File: config.mk
export PLATFORM = sky130hd
export DESIGN_NAME = pipe_stage_reg_hs
export DESIGN_NICKNAME = d
export VERILOG_FILES = /design/src/rtl/pipe_stage_reg_hs.sv
export SDC_FILE = /design/constraint.sdc
export NUM_CORES = 1
export LEC_CHECK = 0
export ABC_AREA = 1
export CELL_PAD_IN_SITES_DETAIL_PLACEMENT = 0
export CELL_PAD_IN_SITES_GLOBAL_PLACEMENT = 1
export CORE_ASPECT_RATIO = 0.9
export CORE_MARGIN = 2
export CORE_UTILIZATION = 36
export DETAILED_ROUTE_END_ITERATION = 6
export GPL_TIMING_DRIVEN = 0
export HOLD_SLACK_MARGIN = 0.05
export PLACE_DENSITY_LB_ADDON = 0.1
export SLEW_MARGIN = 20
export SYNTH_ARGS = -nofsm -noshare
export SYNTH_HDL_FRONTEND = slang
export SYNTH_SLANG_ARGS = --single-unit
File: constraint.sdc
create_clock -name clk -period 1.6 [get_ports clk]
set_clock_uncertainty 0.05 [all_clocks]
set_input_delay 0.24 -clock clk [delete_from_list [all_inputs] [get_ports clk]]
set_output_delay 0.24 -clock clk [all_outputs]
set_load 0.1 [all_outputs]
File: src/rtl/pipe_stage_reg_hs.sv
`default_nettype none
// ============================================================================
// Module   : pipe_stage_reg_hs
// Brief    : STAGES-deep valid/ready pipeline register with optional skid
//            entries, synchronous flush and ctrl zeroing on bubbles.
// Revision : 1.0 - initial release
// ============================================================================
module pipe_stage_reg_hs #(
    parameter int DATA_W = 32,
    parameter int CTRL_W = 8,
    parameter int STAGES = 1,
    parameter int SKID   = 1,
    localparam int OCC_W = $clog2(2*STAGES+1)
) (
    input  logic              clk,
    input  logic              reset,
    input  logic              in_valid,
    output logic              in_ready,
    input  logic [DATA_W-1:0] in_data,
    input  logic [CTRL_W-1:0] in_ctrl,
    input  logic              flush,
    output logic              out_valid,
    input  logic              out_ready,
    output logic [DATA_W-1:0] out_data,
    output logic [CTRL_W-1:0] out_ctrl,
    output logic [OCC_W-1:0]  occupancy
);

    // Element k is the beat offered to stage k; element STAGES is the output.
    logic              w_v   [STAGES+1];
    logic [DATA_W-1:0] w_d   [STAGES+1];
    logic [CTRL_W-1:0] w_c   [STAGES+1];
    logic              w_rdy [STAGES+1];

    logic              w_in_fire;
    logic              w_out_fire;
    logic [OCC_W-1:0]  occ_q;
    logic [OCC_W-1:0]  occ_d;

    assign w_v[0]    = in_valid;
    assign w_d[0]    = in_data;
    assign w_c[0]    = in_ctrl;
    assign in_ready  = w_rdy[0];
    assign out_valid = w_v[STAGES];
    assign out_data  = w_d[STAGES];
    assign out_ctrl  = w_c[STAGES];
    assign occupancy = occ_q;

    generate
        if (SKID != 0) begin : g_skid
            assign w_rdy[STAGES] = out_ready;

            for (genvar k = 0; k < STAGES; k++) begin : g_stage
                logic              m_valid_q, m_valid_d, s_valid_q, s_valid_d;
                logic [DATA_W-1:0] m_data_q, m_data_d, s_data_q, s_data_d;
                logic [CTRL_W-1:0] m_ctrl_q, m_ctrl_d, s_ctrl_q, s_ctrl_d;
                logic              w_fire_in, w_fire_out;

                assign w_fire_in  = w_v[k] && !s_valid_q;
                assign w_fire_out = m_valid_q && w_rdy[k+1];

                always_comb begin
                    m_valid_d = m_valid_q;
                    m_data_d  = m_data_q;
                    m_ctrl_d  = m_ctrl_q;
                    s_valid_d = s_valid_q;
                    s_data_d  = s_data_q;
                    s_ctrl_d  = s_ctrl_q;
                    if (flush) begin
                        m_valid_d = 1'b0;
                        m_ctrl_d  = '0;
                        s_valid_d = 1'b0;
                        s_ctrl_d  = '0;
                    end else if (!m_valid_q || w_fire_out) begin
                        // Main slot frees up: skid has priority to keep order.
                        if (s_valid_q) begin
                            m_valid_d = 1'b1;
                            m_data_d  = s_data_q;
                            m_ctrl_d  = s_ctrl_q;
                            s_valid_d = 1'b0;
                            s_ctrl_d  = '0;
                        end else if (w_fire_in) begin
                            m_valid_d = 1'b1;
                            m_data_d  = w_d[k];
                            m_ctrl_d  = w_c[k];
                        end else begin
                            m_valid_d = 1'b0;
                            m_ctrl_d  = '0;
                        end
                    end else if (w_fire_in) begin
                        s_valid_d = 1'b1;
                        s_data_d  = w_d[k];
                        s_ctrl_d  = w_c[k];
                    end
                end

                always_ff @(posedge clk or negedge reset) begin
                    if (!reset) begin
                        m_valid_q <= 1'b0;
                        m_data_q  <= '0;
                        m_ctrl_q  <= '0;
                        s_valid_q <= 1'b0;
                        s_data_q  <= '0;
                        s_ctrl_q  <= '0;
                    end else begin
                        m_valid_q <= m_valid_d;
                        m_data_q  <= m_data_d;
                        m_ctrl_q  <= m_ctrl_d;
                        s_valid_q <= s_valid_d;
                        s_data_q  <= s_data_d;
                        s_ctrl_q  <= s_ctrl_d;
                    end
                end

                assign w_rdy[k]   = !s_valid_q;
                assign w_v[k+1]   = m_valid_q;
                assign w_d[k+1]   = m_data_q;
                assign w_c[k+1]   = m_ctrl_q;
            end
        end else begin : g_stall
            logic w_en;
            assign w_en          = out_ready || !w_v[STAGES];
            assign w_rdy[STAGES] = w_en;

            for (genvar k = 0; k < STAGES; k++) begin : g_stage
                logic              valid_q, valid_d;
                logic [DATA_W-1:0] data_q, data_d;
                logic [CTRL_W-1:0] ctrl_q, ctrl_d;

                always_comb begin
                    valid_d = valid_q;
                    data_d  = data_q;
                    ctrl_d  = ctrl_q;
                    if (flush) begin
                        valid_d = 1'b0;
                        ctrl_d  = '0;
                    end else if (w_en) begin
                        // Bubbles shift too, but only real beats overwrite data.
                        valid_d = w_v[k];
                        if (w_v[k]) begin
                            data_d = w_d[k];
                            ctrl_d = w_c[k];
                        end else begin
                            ctrl_d = '0;
                        end
                    end
                end

                always_ff @(posedge clk or negedge reset) begin
                    if (!reset) begin
                        valid_q <= 1'b0;
                        data_q  <= '0;
                        ctrl_q  <= '0;
                    end else begin
                        valid_q <= valid_d;
                        data_q  <= data_d;
                        ctrl_q  <= ctrl_d;
                    end
                end

                assign w_rdy[k]   = w_en;
                assign w_v[k+1]   = valid_q;
                assign w_d[k+1]   = data_q;
                assign w_c[k+1]   = ctrl_q;
            end
        end
    endgenerate

    assign w_in_fire  = in_valid && in_ready;
    assign w_out_fire = out_valid && out_ready;

    always_comb begin
        occ_d = occ_q;
        if (flush) begin
            occ_d = '0;
        end else if (w_in_fire && !w_out_fire) begin
            occ_d = occ_q + OCC_W'(1);
        end else if (!w_in_fire && w_out_fire) begin
            occ_d = occ_q - OCC_W'(1);
        end
    end

    always_ff @(posedge clk or negedge reset) begin
        if (!reset) begin
            occ_q <= '0;
        end else begin
            occ_q <= occ_d;
        end
    end

endmodule
`default_nettype wire

==> flow_results.org <==
** CTS
- For the worst-skew pair, the clock arrives at the later sink with an insertion delay of 0.34 ns.
- Clock-pin slew on the worst setup and hold paths :: 0.06 ns
- Num CTS Buffers :: 9
- The clock passes through at most 2 buffers.
- Deepest level of the CTS H-tree :: 3
- CTS Root Buffer Type :: clkbuf_16
- Clock Sinks :: 84
- TritonCTS built the clock tree.

** Timing
- Final period demand of the worst path :: 1.56 ns
- Final-report hold violation count :: 0
- Slew Limit Fails :: 0
- Setup repair after global routing left no endpoint under its margin.
- Maximum achievable frequency :: 642 MHz
- Headroom to the max-slew limit came out at 49.8%.
- At the pin with the least slew margin, the transition time is 0.753 ns.
- Final setup violation count :: 0
- Final Cycle Share :: 97.3%
- In the final timing run, aggregate negative setup slack is 0 ns.

** Layout
- Filler-free cell count of the finished design :: 720
- Post-Route Utilization :: 51.4%
- The post-route netlist has 16.8% of its cells at a drive strength greater than 1.
- Nets :: 631
- Filler instances :: 1045
- The number of antenna diodes in the final layout is 0.
- In the layout the commonest cells are 228 x nand2_1, 83 x dfrtp_1, 55 x o21ai_0.
- The library cell used most frequently in the layout, excluding fill and tap cells, is nand2_1.
- Compared with the post-synthesis result, the final layout area differs by 39.2%.

** Flow run
- Max-cap violations in this run came to 0.

** Synthesis
- Yosys mapped the design onto 19 distinct sky130hd cell types.
- Flip-flop and latch count after synthesis :: 84
- The average instance in the mapped netlist occupies 7.90 um^2.
- Synthesized netlist net count :: 524
- Synth Instances :: 479
- After synthesis, flip-flops and latches occupy 55.5% of the total area.
- The mapped netlist covers 3780 um^2.
- During synthesis, Yosys emitted a total of 0 warnings.

** Die
- Core outline area :: 10200 um^2
- Pin placement for this block handled 89 I/O pins.
- Die Ht :: 101 um
- Starting density of the core :: 36.9%
- The die covers 11400 um^2.
- Row generation in the floorplan step produced 35 rows.
- The die is 112 um wide.

** Setup path
- On the worst path, the slowest cell contributes a delay of 0.57 ns.
- Largest driver fanout on the critical path :: 2
- Critical Path End Type :: output pin
- Kind of critical path :: flip-flop to output pin
- Slowest CP cell :: clkdlybuf4s15_2
- Critical Path Source Type :: flip-flop
- CP arrival :: 1.27 ns
- Cell breakdown of the critical path :: clkdlybuf4s15_2
- Among cell families on the critical path, the largest total delay comes from buffers and inverters.
- For the worst setup path, the data required time is 1.31 ns.
- Together, buffers and inverters on the worst path number 1.

** Power and ir drop
- The share of total power dissipated in sequential elements is 38.7%.
- The analysis attributes to cell leakage a power of 2.69 nW.
- For this design the total switching power over the nets is 2.65 mW.
- IR analysis of the VDD net gives a maximum drop of 0.000614 V.
- Power density over cell area :: 1310 nW/um^2
- Clock network fraction of total power :: 30.3%
- Cell internal pwr :: 4.25 mW
- Switching portion of total power :: 38.4%
- Combinational cell fraction of total power :: 31.1%

** Global routing
- Wire length of the first global-routing pass :: 16100 um
- The initial antenna violation count was 0.
- After global routing the overflow that remains totals 0.
- Global routing consumed, over all layers together, 17.7% of the routing resources.
- Number of global-route vias before repair :: 3294
- Entering global routing, the biggest net connects 61 pins.

** Route
- Before antenna repair, the detailed router went through 4 iterations.
- Detailed-route via count :: 3409
- Total Wirelength :: 9490 um
- Once detail routing completed, the nets flagged for antenna violations numbered 0.
- In the final routed layout, each cell accounts on average for 13.2 um.
- Residual DRC :: 0
- For this block, the initial DRC count from the detailed router was 144.
- After detailed routing, the number of vias per cell comes to 4.73.

** Placed design
- Routability-driven placement finished with a final weighted congestion of 0.774.
- Detailed placement ended at an HPWL of 6480 um.
- Dpl cells :: 697
- In this run the tool buffered the top-level ports with 88 buffer cells.

** Run status
- The flow ran to the end, and the final reports show no timing, DRC or antenna violations.

** Hold path
- The worst hold path belongs to the class primary input to asynchronous set/reset pin.
-- repair_timing --
action | CTS | global route
resized for setup | 142 | 20
gates cloned | 0 | 0
setup endpoints to repair | 44 | 71
hold buffers | 1 | 0
endpoints found under the hold margin | 38 | 0
pin swaps | 0 | 1
setup buffers | 0 | 6
-- per-layer routing --
metal  GRT usage [%]  wire [um]  up-vias
met5               0          0        -
met4            4.60         97        0
met3            5.33        396       10
met2            27.8       4300       69
met1            24.3       4690     1618
li1                -          -     1712
-- path summary, 6_finish.rpt --
kind | start | endpoint | slack [ns] | cells after the start
max reg2reg | g_skid.g_stage[0].s_valid_q | g_skid.g_stage[0].s_ctrl_q[7] | 0.07 | 4
min in group clk | flush | occupancy[1] | 0.31 | 4
min reg2reg | out_data[27] | out_data[27] | 0.42 | 2
max in group asynchronous | reset | out_valid | 0.64 | 3
min | reset | out_data[4] | 0.28 | 2
max | out_ctrl[2] | out_ctrl[2] | 0.04 | 1
-- flip-flops by register name (all words and copies together), names as in the netlist --
| name | cells |
|---|---|
| out_data | 32 |
| g_skid.g_stage.s_valid_q | 1 |
| occupancy | 2 |
| out_valid | 1 |
| g_skid.g_stage.s_data_q | 32 |
| out_ctrl | 8 |
| g_skid.g_stage.s_ctrl_q | 8 |
-- final cells by class --
class	instances	area [um^2]	area share [%]
multi-input combinational	330	1430	27.0
sequential	84	2110	40.0
inverter	40	154	2.92
clock inverter	4	48.8	0.926
tap	129	161	3.06
clock buffer	12	246	4.68
timing repair buffer	96	987	18.7
buffer	25	140	2.66
-- cell families after synthesis --
logic type,Yosys count,share of synthesized area [%]
and+or+nand+nor,261,27.9
AOI/OAI and AO/OA,69,9.26
buffers and inverters,65,7.31
DFF,84,55.5
-- stage by stage --
step | total power [mW] | hold slack, ns | cell area [um^2] | worst slack, ns
2_1_floorplan | 4.26 | -0.106 | 3790 | -0.0185
3_3_place_gp | 4.87 | 0.403 | 4840 | -3.68
3_5_place_dp | 4.90 | 0.0702 | 4870 | -0.471
4_1_cts | 6.98 | 0.278 | 5210 | 0.00537
5_1_grt | 7.25 | 0.297 | 5270 | 0.00145
6_report | 6.90 | 0.281 | 5270 | 0.0425
-- power by group through the flow --
stage / combinational [mW] / sequential [mW] / clock [mW]
2_1_floorplan: 0.443 / 3.81 / 0
3_3_place_gp: 2.17 / 2.69 / 0
3_5_place_dp: 2.20 / 2.70 / 0
4_1_cts: 2.15 / 2.67 / 2.16
5_1_grt: 2.28 / 2.71 / 2.25
6_report: 2.14 / 2.67 / 2.09
-- synth_stat cells --
| cell | count | area share, % |
|---|---|---|
| a21oi_1 | 2 | 0.26 |
| buf_2 | 18 | 2.4 |
| buf_6 | 1 | 0.30 |
| clkbuf_1 | 4 | 0.40 |
| clkbuf_2 | 2 | 0.26 |
| dfrtp_1 | 84 | 56 |
| inv_1 | 39 | 3.9 |
| inv_2 | 1 | 0.099 |
| nand2_1 | 229 | 23 |
| nand3_1 | 17 | 2.2 |
| nand3_4 | 1 | 0.46 |
| nand4_1 | 8 | 1.3 |
| nor2_1 | 3 | 0.30 |
| nor2_2 | 2 | 0.33 |
| nor2_8 | 1 | 0.53 |
| o21ai_0 | 55 | 7.3 |
| o21ai_1 | 10 | 1.3 |
| o21ai_2 | 1 | 0.23 |
| o22ai_1 | 1 | 0.17 |
-- worst reg2reg max path, cell delays in order, from the launching register on --
cell	delay, ns
dfrtp_1	0.41
buf_6	0.16
o22ai_1	0.61
nand3_1	0.15
nand2_1	0.09
Note: power is estimated with default switching activity, not from simulation.
